[src/rtl/alarm_pkg.sv]
// Shared encodings for the alarm controller: FSM states and BCD digit limits.
// ALARM_SNOOZE_EN adds the SNOOZE state; without it the encoding stops at RING.
package alarm_pkg;

  localparam logic [2:0] S_IDLE   = 3'd0;
  localparam logic [2:0] S_SET_H  = 3'd1;
  localparam logic [2:0] S_SET_M  = 3'd2;
  localparam logic [2:0] S_RING   = 3'd3;
  localparam logic [2:0] S_SNOOZE = 3'd4;

  typedef enum logic [2:0] {
    ST_IDLE  = S_IDLE,
    ST_SET_H = S_SET_H,
    ST_SET_M = S_SET_M,
    ST_RING  = S_RING
`ifdef ALARM_SNOOZE_EN
    , ST_SNOOZE = S_SNOOZE
`endif
  } state_t;

  localparam logic [3:0] BCD_UNIT_MAX = 4'd9;
  localparam logic [2:0] MIN_TENS_MAX = 3'd5;
  // 23 split into tens/units digits
  localparam logic [1:0] HOUR_TENS_MAX = 2'd2;
  localparam logic [3:0] HOUR_UNIT_MAX = 4'd3;

endpackage

[src/rtl/alarm_ctrl_if.sv]
// Button/time/display bundle between the alarm controller and its surroundings.
// slave = alarm controller side, master = the driving side (clock core / test).
interface alarm_ctrl_if;
  logic       EN1HZ;
  logic       SIG2HZ;
  logic       MODE;
  logic       SELECT;
  logic       ADJUST;
  logic [3:0] SEC1;
  logic [2:0] SEC10;
  logic [3:0] MIN1;
  logic [2:0] MIN10;
  logic [3:0] HOUR1;
  logic [1:0] HOUR10;
  logic [3:0] AL_MIN1;
  logic [2:0] AL_MIN10;
  logic [3:0] AL_HOUR1;
  logic [1:0] AL_HOUR10;
  logic       ALMON;
  logic       MINON;
  logic       HOURON;
  logic       ARMED;
  logic       BUZZ;

  modport slave (
    input  EN1HZ, SIG2HZ, MODE, SELECT, ADJUST,
    input  SEC1, SEC10, MIN1, MIN10, HOUR1, HOUR10,
    output AL_MIN1, AL_MIN10, AL_HOUR1, AL_HOUR10,
    output ALMON, MINON, HOURON, ARMED, BUZZ
  );

  modport master (
    output EN1HZ, SIG2HZ, MODE, SELECT, ADJUST,
    output SEC1, SEC10, MIN1, MIN10, HOUR1, HOUR10,
    input  AL_MIN1, AL_MIN10, AL_HOUR1, AL_HOUR10,
    input  ALMON, MINON, HOURON, ARMED, BUZZ
  );
endinterface

[src/rtl/alarm_timer.sv]
// Loadable seconds down-counter shared by RING and SNOOZE. o_expire is high
// for the single cycle in which a tick takes the count from 1 to 0.
module alarm_timer #(
  parameter int TW = 10
) (
  input  logic          i_clk,
  input  logic          i_rst_n,
  input  logic          i_load,
  input  logic [TW-1:0] i_load_val,
  input  logic          i_tick,
  output logic          o_expire
);

  logic [TW-1:0] r_cnt;

  always_ff @(posedge i_clk) begin
    if (!i_rst_n)                      r_cnt <= '0;
    else if (i_load)                   r_cnt <= i_load_val;
    else if (i_tick && r_cnt != '0)    r_cnt <= r_cnt - TW'(1);
  end

  // A load on the same cycle pre-empts the expiry
  assign o_expire = i_tick & ~i_load & (r_cnt == TW'(1));

endmodule

[src/rtl/alarm_ctrl.sv]
// Alarm controller: BCD alarm time, arm/set/ring sequencing and display enables.
// Define ALARM_SNOOZE_EN to build the SNOOZE state; otherwise ADJUST in RING stops it.
module alarm_ctrl
  import alarm_pkg::*;
#(
  parameter int RING_SEC   = 60,
  parameter int SNOOZE_MIN = 5,
  parameter int TW         = 10
) (
  input  logic         i_clk,
  input  logic         i_rst_n,
  alarm_ctrl_if.slave  bus
);

  localparam logic [TW-1:0] RING_LD   = TW'(RING_SEC);
  localparam logic [TW-1:0] SNOOZE_LD = TW'(SNOOZE_MIN * 60);

  state_t        r_state, w_state_nxt;
  logic          r_armed, r_match_d;
  logic [1:0]    r_al_h10;
  logic [3:0]    r_al_h1;
  logic [2:0]    r_al_m10;
  logic [3:0]    r_al_m1;

  logic          w_match, w_hit, w_expire;
  logic          w_load, w_load_snz, w_armed_tgl, w_hr_inc, w_mn_inc;
  logic [TW-1:0] w_load_val;

  assign w_match = (bus.HOUR10 == r_al_h10) && (bus.HOUR1 == r_al_h1) &&
                   (bus.MIN10 == r_al_m10) && (bus.MIN1 == r_al_m1) &&
                   (bus.SEC10 == 3'd0) && (bus.SEC1 == 4'd0);
  // Rising edge of match only, so a held time fires once
  assign w_hit      = r_armed & w_match & ~r_match_d;
  assign w_load_val = w_load_snz ? SNOOZE_LD : RING_LD;

  alarm_timer #(.TW(TW)) u_timer (
    .i_clk      (i_clk),
    .i_rst_n    (i_rst_n),
    .i_load     (w_load),
    .i_load_val (w_load_val),
    .i_tick     (bus.EN1HZ),
    .o_expire   (w_expire)
  );

  always_comb begin
    w_state_nxt = r_state;
    w_load      = 1'b0;
    w_load_snz  = 1'b0;
    w_armed_tgl = 1'b0;
    w_hr_inc    = 1'b0;
    w_mn_inc    = 1'b0;
    unique case (r_state)
      ST_IDLE: begin
        if (bus.MODE)        w_state_nxt = ST_SET_H;
        else if (bus.SELECT) w_armed_tgl = 1'b1;
        else if (w_hit) begin
          w_state_nxt = ST_RING;
          w_load      = 1'b1;
        end
      end
      ST_SET_H: begin
        if (bus.MODE)        w_state_nxt = ST_IDLE;
        else if (bus.SELECT) w_state_nxt = ST_SET_M;
        else if (bus.ADJUST) w_hr_inc    = 1'b1;
      end
      ST_SET_M: begin
        if (bus.MODE)        w_state_nxt = ST_IDLE;
        else if (bus.SELECT) w_state_nxt = ST_SET_H;
        else if (bus.ADJUST) w_mn_inc    = 1'b1;
      end
      ST_RING: begin
        if (bus.SELECT) w_state_nxt = ST_IDLE;
        else if (bus.ADJUST) begin
`ifdef ALARM_SNOOZE_EN
          w_state_nxt = ST_SNOOZE;
          w_load      = 1'b1;
          w_load_snz  = 1'b1;
`else
          w_state_nxt = ST_IDLE;
`endif
        end
        else if (w_expire) w_state_nxt = ST_IDLE;
      end
`ifdef ALARM_SNOOZE_EN
      ST_SNOOZE: begin
        if (bus.SELECT) w_state_nxt = ST_IDLE;
        else if (w_expire) begin
          w_state_nxt = ST_RING;
          w_load      = 1'b1;
        end
      end
`endif
      default: w_state_nxt = ST_IDLE;
    endcase
  end

  always_ff @(posedge i_clk) begin
    if (!i_rst_n) begin
      r_state   <= ST_IDLE;
      r_armed   <= 1'b0;
      r_match_d <= 1'b0;
      r_al_h10  <= '0;
      r_al_h1   <= '0;
      r_al_m10  <= '0;
      r_al_m1   <= '0;
    end else begin
      r_state   <= w_state_nxt;
      r_match_d <= w_match;
      if (w_armed_tgl) r_armed <= ~r_armed;
      if (w_hr_inc) begin
        if (r_al_h10 == HOUR_TENS_MAX && r_al_h1 == HOUR_UNIT_MAX) begin
          r_al_h10 <= '0;
          r_al_h1  <= '0;
        end else if (r_al_h1 == BCD_UNIT_MAX) begin
          r_al_h1  <= '0;
          r_al_h10 <= r_al_h10 + 2'd1;
        end else begin
          r_al_h1  <= r_al_h1 + 4'd1;
        end
      end
      // Minute wrap 59->00 never carries into the hour
      if (w_mn_inc) begin
        if (r_al_m1 == BCD_UNIT_MAX) begin
          r_al_m1  <= '0;
          r_al_m10 <= (r_al_m10 == MIN_TENS_MAX) ? 3'd0 : r_al_m10 + 3'd1;
        end else begin
          r_al_m1  <= r_al_m1 + 4'd1;
        end
      end
    end
  end

  assign bus.AL_HOUR10 = r_al_h10;
  assign bus.AL_HOUR1  = r_al_h1;
  assign bus.AL_MIN10  = r_al_m10;
  assign bus.AL_MIN1   = r_al_m1;
  assign bus.ARMED     = r_armed;
  assign bus.ALMON     = (r_state == ST_SET_H) || (r_state == ST_SET_M);
  assign bus.HOURON    = (r_state == ST_SET_H) ? bus.SIG2HZ : 1'b1;
  assign bus.MINON     = (r_state == ST_SET_M) ? bus.SIG2HZ : 1'b1;
  assign bus.BUZZ      = (r_state == ST_RING) & bus.SIG2HZ;

endmodule

[src/flat_wrapper.sv]
// flat-port wrapper written by rule: the top's interface ports become plain ports
module alarm_ctrl_flat import alarm_pkg::*;
#(
  parameter int RING_SEC   = 60,
  parameter int SNOOZE_MIN = 5,
  parameter int TW         = 10
)
  (i_clk, i_rst_n, bus_EN1HZ, bus_SIG2HZ, bus_MODE, bus_SELECT, bus_ADJUST, bus_SEC1, bus_SEC10, bus_MIN1, bus_MIN10, bus_HOUR1, bus_HOUR10, bus_AL_MIN1, bus_AL_MIN10, bus_AL_HOUR1, bus_AL_HOUR10, bus_ALMON, bus_MINON, bus_HOURON, bus_ARMED, bus_BUZZ);
  alarm_ctrl_if bus_i ();
  input  logic i_clk;
  input  logic i_rst_n;
  input wire logic [$bits(bus_i.EN1HZ)-1:0] bus_EN1HZ;
  input wire logic [$bits(bus_i.SIG2HZ)-1:0] bus_SIG2HZ;
  input wire logic [$bits(bus_i.MODE)-1:0] bus_MODE;
  input wire logic [$bits(bus_i.SELECT)-1:0] bus_SELECT;
  input wire logic [$bits(bus_i.ADJUST)-1:0] bus_ADJUST;
  input wire logic [$bits(bus_i.SEC1)-1:0] bus_SEC1;
  input wire logic [$bits(bus_i.SEC10)-1:0] bus_SEC10;
  input wire logic [$bits(bus_i.MIN1)-1:0] bus_MIN1;
  input wire logic [$bits(bus_i.MIN10)-1:0] bus_MIN10;
  input wire logic [$bits(bus_i.HOUR1)-1:0] bus_HOUR1;
  input wire logic [$bits(bus_i.HOUR10)-1:0] bus_HOUR10;
  output wire logic [$bits(bus_i.AL_MIN1)-1:0] bus_AL_MIN1;
  output wire logic [$bits(bus_i.AL_MIN10)-1:0] bus_AL_MIN10;
  output wire logic [$bits(bus_i.AL_HOUR1)-1:0] bus_AL_HOUR1;
  output wire logic [$bits(bus_i.AL_HOUR10)-1:0] bus_AL_HOUR10;
  output wire logic [$bits(bus_i.ALMON)-1:0] bus_ALMON;
  output wire logic [$bits(bus_i.MINON)-1:0] bus_MINON;
  output wire logic [$bits(bus_i.HOURON)-1:0] bus_HOURON;
  output wire logic [$bits(bus_i.ARMED)-1:0] bus_ARMED;
  output wire logic [$bits(bus_i.BUZZ)-1:0] bus_BUZZ;
  assign bus_i.EN1HZ = bus_EN1HZ;
  assign bus_i.SIG2HZ = bus_SIG2HZ;
  assign bus_i.MODE = bus_MODE;
  assign bus_i.SELECT = bus_SELECT;
  assign bus_i.ADJUST = bus_ADJUST;
  assign bus_i.SEC1 = bus_SEC1;
  assign bus_i.SEC10 = bus_SEC10;
  assign bus_i.MIN1 = bus_MIN1;
  assign bus_i.MIN10 = bus_MIN10;
  assign bus_i.HOUR1 = bus_HOUR1;
  assign bus_i.HOUR10 = bus_HOUR10;
  assign bus_AL_MIN1 = bus_i.AL_MIN1;
  assign bus_AL_MIN10 = bus_i.AL_MIN10;
  assign bus_AL_HOUR1 = bus_i.AL_HOUR1;
  assign bus_AL_HOUR10 = bus_i.AL_HOUR10;
  assign bus_ALMON = bus_i.ALMON;
  assign bus_MINON = bus_i.MINON;
  assign bus_HOURON = bus_i.HOURON;
  assign bus_ARMED = bus_i.ARMED;
  assign bus_BUZZ = bus_i.BUZZ;
  alarm_ctrl #(.RING_SEC(RING_SEC), .SNOOZE_MIN(SNOOZE_MIN), .TW(TW)) u_core (.i_clk(i_clk), .i_rst_n(i_rst_n), .bus(bus_i));
endmodule
[config.mk]
export PLATFORM = sky130hd
export DESIGN_NAME = alarm_ctrl_flat
export DESIGN_NICKNAME = d
export VERILOG_FILES = /design/src/rtl/alarm_pkg.sv /design/src/rtl/alarm_ctrl_if.sv /design/src/rtl/alarm_timer.sv /design/src/rtl/alarm_ctrl.sv /design/src/flat_wrapper.sv
export SDC_FILE = /design/constraint.sdc
export NUM_CORES = 1
export LEC_CHECK = 0
export CELL_PAD_IN_SITES_DETAIL_PLACEMENT = 0
export CELL_PAD_IN_SITES_GLOBAL_PLACEMENT = 1
export CORE_AREA = 3 3 69 71
export CTS_BUF_LIST = sky130_fd_sc_hd__clkbuf_4
export CTS_CLUSTER_SIZE = 14
export DETAILED_ROUTE_END_ITERATION = 7
export DIE_AREA = 0 0 72 74
export PLACE_DENSITY = 0.86
export SLEW_MARGIN = 10
export SYNTH_ARGS = -nofsm -noshare
export SYNTH_HDL_FRONTEND = slang
export SYNTH_SLANG_ARGS = --single-unit
export TNS_END_PERCENT = 10
[constraint.sdc]
create_clock -name i_clk -period 4.1 [get_ports i_clk]
set_input_delay 0.82 -clock i_clk [delete_from_list [all_inputs] [get_ports i_clk]]
set_output_delay 0.82 -clock i_clk [all_outputs]
set_load 0.01 [all_outputs]
## Word level (Yosys, flattened, before mapping)

Index checks and enable logic that the tools add are counted.

- Add/sub/neg operators: 5
- Equality and inequality tests: 18
- Multiplexer cells: 33
- Bitwise gates (word level): 9
- Reduce and logical (&&, ||, !) cells: 18

Operators with widths:

| operator | count |
|---|---|
| $mux 3 | 11 |
| $mux 1 | 14 |
| $mux 4 | 3 |
| $mux 6 | 2 |
| $pmux 3 s4 | 1 |
| $eq 10x1->1 const B | 1 |
| $reduce_bool 10->1 | 1 |
| $sub 10x1->10 const B | 1 |
| $ne 3x3->1 const B | 3 |
| $add 4x1->4 const B | 2 |
| $eq 4x4->1 | 2 |
| $eq 4x4->1 const B | 2 |
| $logic_and 1x1->1 | 7 |
| $eq 3x2->1 const B | 2 |
| $logic_not 3->1 | 2 |
| $and 1x1->1 | 5 |
| $reduce_and 5->1 | 1 |
| $eq 4x2->1 const B | 1 |
| $logic_not 4->1 | 1 |
| $mux 2 | 2 |
| $ne 4x4->1 const B | 1 |
| $not 1->1 | 4 |
| $reduce_and 2->1 | 2 |
| $reduce_bool 2->1 | 2 |
| 10 further kinds | 10 |

- Register bits after elaboration: 28
- Bits of input ports: 27
- Output and inout port bits: 18
- Word-level logic and storage cells: 92

## Depth between registers and ports, before layout

- Depth in word-level cells: 19
- Gate-level depth with buffers: 7
- Depth with buffers taken out: 7

## Modules after synthesis

From an unflattened synthesis, not the netlist that was laid out.

- Cells, all modules: 225
- Area, all modules: 1906.8 um2

By module, submodules not included:

| module | times used | cells each | area an instance (um2) | seq. area each (um2) |
|---|---|---|---|---|
| alarm_ctrl | 1 | 135 | 1191.1 | 340.3 |
| alarm_timer | 1 | 90 | 715.7 | 200.2 |

## Worst setup path before layout

Ideal clock, no wire load.

- Path kind: input -> register
- Start: input port bus_MODE
- End: register u_core.r_state[0]
- Setup time: 0.071 ns
- Arrival time: 2.190 ns
- Required time: 4.029 ns
- Slack: 1.839 ns
- Stages on the path: 6
- Buffers on the path: 0
- Path through: nor2_1 > and3_2 > and3_1 > a311o_1 > or4_1 > a21oi_1

- Longest elaborated chain between the ends: 7
- Elaborated cells between the ends (all ways): 15
- Those cells by class: 5 x eq/ne; 6 x mux; 3 x bitwise; 1 x reduce/logical

Ends and longest elaborated chain:

| item | RTL line | RTL |
|---|---|---|
| from (decl) | flat_wrapper.sv:14 | `input wire logic [$bits(bus_i.MODE)-1:0] bus_MODE;` |
| $mux 1 | alarm_ctrl.sv:54 | `if (bus.MODE) w_state_nxt = ST_SET_H;` |
| $mux 1 | alarm_ctrl.sv:52 | `unique case (r_state)` |
| $not 1->1 | alarm_timer.sv:23 | `assign o_expire = i_tick & ~i_load & (r_cnt == TW'(1));` |
| $and 1x1->1 (2 in a row) | alarm_timer.sv:23 |  |
| $ne 4x4->1 (no line) | - |  |
| $reduce_and 5->1 (no line) | - |  |
| to (signal assigned) | alarm_ctrl.sv:107 | `r_state <= w_state_nxt;` |
| to (decl) | alarm_ctrl.sv:18 | `state_t r_state, w_state_nxt;` |

Several ways; a longest one is shown, not always the timed one.
A chain may end at the register's enable or synchronous reset.

## Final worst setup path

- Start: input port bus_SIG2HZ
- End: output port bus_BUZZ

- Longest elaborated chain between the ends: 1

Ends and longest elaborated chain:

| item | RTL line | RTL |
|---|---|---|
| from (decl) | flat_wrapper.sv:13 | `input wire logic [$bits(bus_i.SIG2HZ)-1:0] bus_SIG2HZ;` |
| $and 1x1->1 | alarm_ctrl.sv:141 | `assign bus.BUZZ = (r_state == ST_RING) & bus.SIG2HZ;` |
| to (decl) | flat_wrapper.sv:31 | `output wire logic [$bits(bus_i.BUZZ)-1:0] bus_BUZZ;` |

No other way between the ends.

==> summary.txt <==
Status
  • Outcome: finished clean

Power
  • Clock power frac: 0.146
  • Leak: 0.747 nW
  • Total power: 0.839 mW
  • Gate power share: 0.419
  • Maximum VDD drop: 290 uV
  • Switching pwr: 0.296 mW
  • Flop pwr share: 0.435
  • Sw frac: 0.353
  • Cell Pwr Density: 400 nW/um2
  • Pint: 0.543 mW

Placed design
  • DP Area: 2070 um2
  • Gpl congestion: 0.758
  • Pre-CTS setup slack: 1.12 ns
  • Port Buffers: 44
  • Post-Place Cells: 281
  • DP HPWL: 2730 um

Global routing
  • Total track usage: 0.134
  • GRT overflow: 0
  • Vias in the first global route: 1,344
  • Largest net degree at the start of global routing: 18
  • Initial antenna violation count: 0
  • First-pass GRT wire length: 5760 um

Layout
  • Final Util: 0.488
  • Sequential Area: 541 um2
  • Antenna cells: 0
  • Filler cell count: 445
  • Share of post-route cells with drive strength above 1: 0.0429
  • Final instance area: 2100 um2
  • Multi-input gate area: 991 um2
  • Area growth from synthesis to layout: 33.3%
  • # nets final: 269
  • Fin cells: 285

Synthesis
  • Cell taking the most area after synthesis: dfxtp_1
  • Post-Synthesis Cells: 188
  • Synthesized area per cell: 8.37 um2
  • EDFF count, synth: 0
  • Synth unique cells: 37
  • Top post-synthesis cells by count: dfxtp_1 (27), nor2_1 (23), xnor2_1 (20)
  • Top-count cell post-synth: dfxtp_1
  • Synth warnings: 0
  • Commonest register cell after synthesis: dfxtp_1
  • Synth top area share: 0.344
  • Syn_nets: 223
  • #FFs+latches synth: 27
  • Synth area leaders: dfxtp_1 (34%), xnor2_1 (11%), ha_1 (6.4%)
  • Syn Std Cell Area: 1570 um2
  • Post-synth ARST share: 0
  • Sequential element share of the synthesized area: 0.344

Floorplanning
  • # IOs: 45
  • DIE AREA: 5330 um2
  • Initial core utilization: 0.366
  • Core area: 4290 um2
  • Die H: 74 um
  • Die X: 72 um
  • FP Rows: 24

CTS
  • Clock root buffer: clkbuf_4
  • Worst skew pair latency: 0.32 ns
  • CTS clk-pin slew, worst paths: 0.15 ns
  • Maximum buffer depth of the clock tree: 2
  • Cts bufs inserted: 3
  • Postcts setup bufs: 0
  • H-tree depth: 1
  • TritonCTS clock tree: done
  • Cts hold-fix bufs: 0
  • Post-CTS resize count: 0
  • Clk sinks: 27

Routing
  • Via count: 1,424
  • DR vias/cell: 5.00
  • Routed wire length per instance: 11.9 um
  • Starting DRT DRC Count: 62
  • Drc violations: 0
  • Pre-antenna DRT Iters: 4
  • Overall routed net length: 3380 um
  • Antenna viol nets, final: 0

STA
  • Fin crit period: 2.77 ns
  • Slew HR: 0.602
  • Max Slew Vio Count: 0
  • Post-route setup slack: 1.33 ns
  • Final Setup Violations: 0
  • Fmax: 361 MHz
  • Least-Margin Pin Slew: 0.593 ns
  • Setup TNS: 0 ns
  • Period utilization: 0.676
  • Final Hold Fails: 0
  • Worst Clk Skew: 0.00646 ns
  • RSZ-0062 raised after global routing: false
  • Hold WS: 0.514 ns

Worst setup path
  • Critical path class: in -> out
  • CP dominant cell by count: clkdlybuf4s50_1
  • Slowest cell on the critical path: clkdlybuf4s50_1
  • Slowest stage delay, CP: 0.53 ns
  • Worst EP arrival: 1.95 ns
  • Worst Setup Start Kind: input pin
  • CP Data Required Time: 3.28 ns
  • Nature of the critical path endpoint: primary output
  • Worst path cell trace: clkdlybuf4s50_1 > and2_1 > clkdlybuf4s50_1
  • Worst Path Max Fanout: 3

Flow run
  • Max cap viols: 0

Min path
  • Worst min path class: reg -> reg
metal layers:
metal	GRT usage	part of all wire	wire (um)
met1	0.153	0.44	1500
met2	0.248	0.48	1640
met3	0.0324	0.068	229
met4	0.0376	0.0059	20
met5	0	0	0
state kept, by name (all words and copies together) (netlist names):
name,cells
u_core.u_timer.r_cnt,10
u_core.bus.AL_MIN10,3
u_core.r_match_d,1
u_core.bus.ARMED,1
u_core.r_state,2
u_core.bus.AL_HOUR10,2
u_core.bus.AL_MIN1,4
u_core.bus.AL_HOUR1,4
layout by cell type, fill, tap and decap left out, types with 2 or more instances in the layout:
cell	count
clkdlybuf4s50_1	44
dfxtp_1	27
nor2_1	23
xnor2_1	20
a21oi_1	15
nand2_1	12
o21ai_0	10
xor2_1	10
ha_1	8
inv_1	7
nand3_1	6
nand4_1	6
nand2b_1	4
nor2b_1	4
nor3b_1	4
clkbuf_4	4
and3_1	3
nor3_1	3
nor4_1	3
and2_1	2
path summary, 6_finish.rpt:
path                      startpoint                       to  slack, ns  depth (start not counted)
max reg2reg        u_core.r_state[0]        u_core.r_state[0]       1.90                          7
max                       bus_SIG2HZ                 bus_BUZZ       1.33                          3
min          u_core.u_timer.r_cnt[1]  u_core.u_timer.r_cnt[1]       0.51                          2
min reg2reg  u_core.u_timer.r_cnt[1]  u_core.u_timer.r_cnt[1]       0.51                          2
cells by family after synthesis:
| logic type | Yosys count | synth area share |
|---|---|---|
| XOR/XNOR | 30 | 0.167 |
| buffers and inverters | 11 | 0.0263 |
| AND/OR/NAND/NOR | 81 | 0.289 |
| flip-flops | 27 | 0.344 |
| adder cells (fa/ha/maj) | 8 | 0.0636 |
| AO/OA/AOI/OAI | 31 | 0.111 |
critical path: cells and delay by family:
kind | cells | cell delay, ns
buffers and inverters | 2 | 1.01
and+or+nand+nor | 1 | 0.13
area by class of cell:
cell class / count / share of cell area
well taps: 52 / 0.0310
clock buffers: 4 / 0.0143
inverters: 8 / 0.0143
multi-input cells: 150 / 0.473
repair buffers: 44 / 0.210
flip-flops and latches: 27 / 0.258
power groups by stage:
stage	registers [mW]	clock network [mW]	logic (mW)
6_report	0.365	0.123	0.351
5_1_grt	0.373	0.136	0.406
4_1_cts	0.366	0.129	0.357
3_5_place_dp	0.371	0	0.355
3_3_place_gp	0.370	0	0.352
2_1_floorplan	0.363	0	0.262
Note: power is estimated with default switching activity, not from simulation.
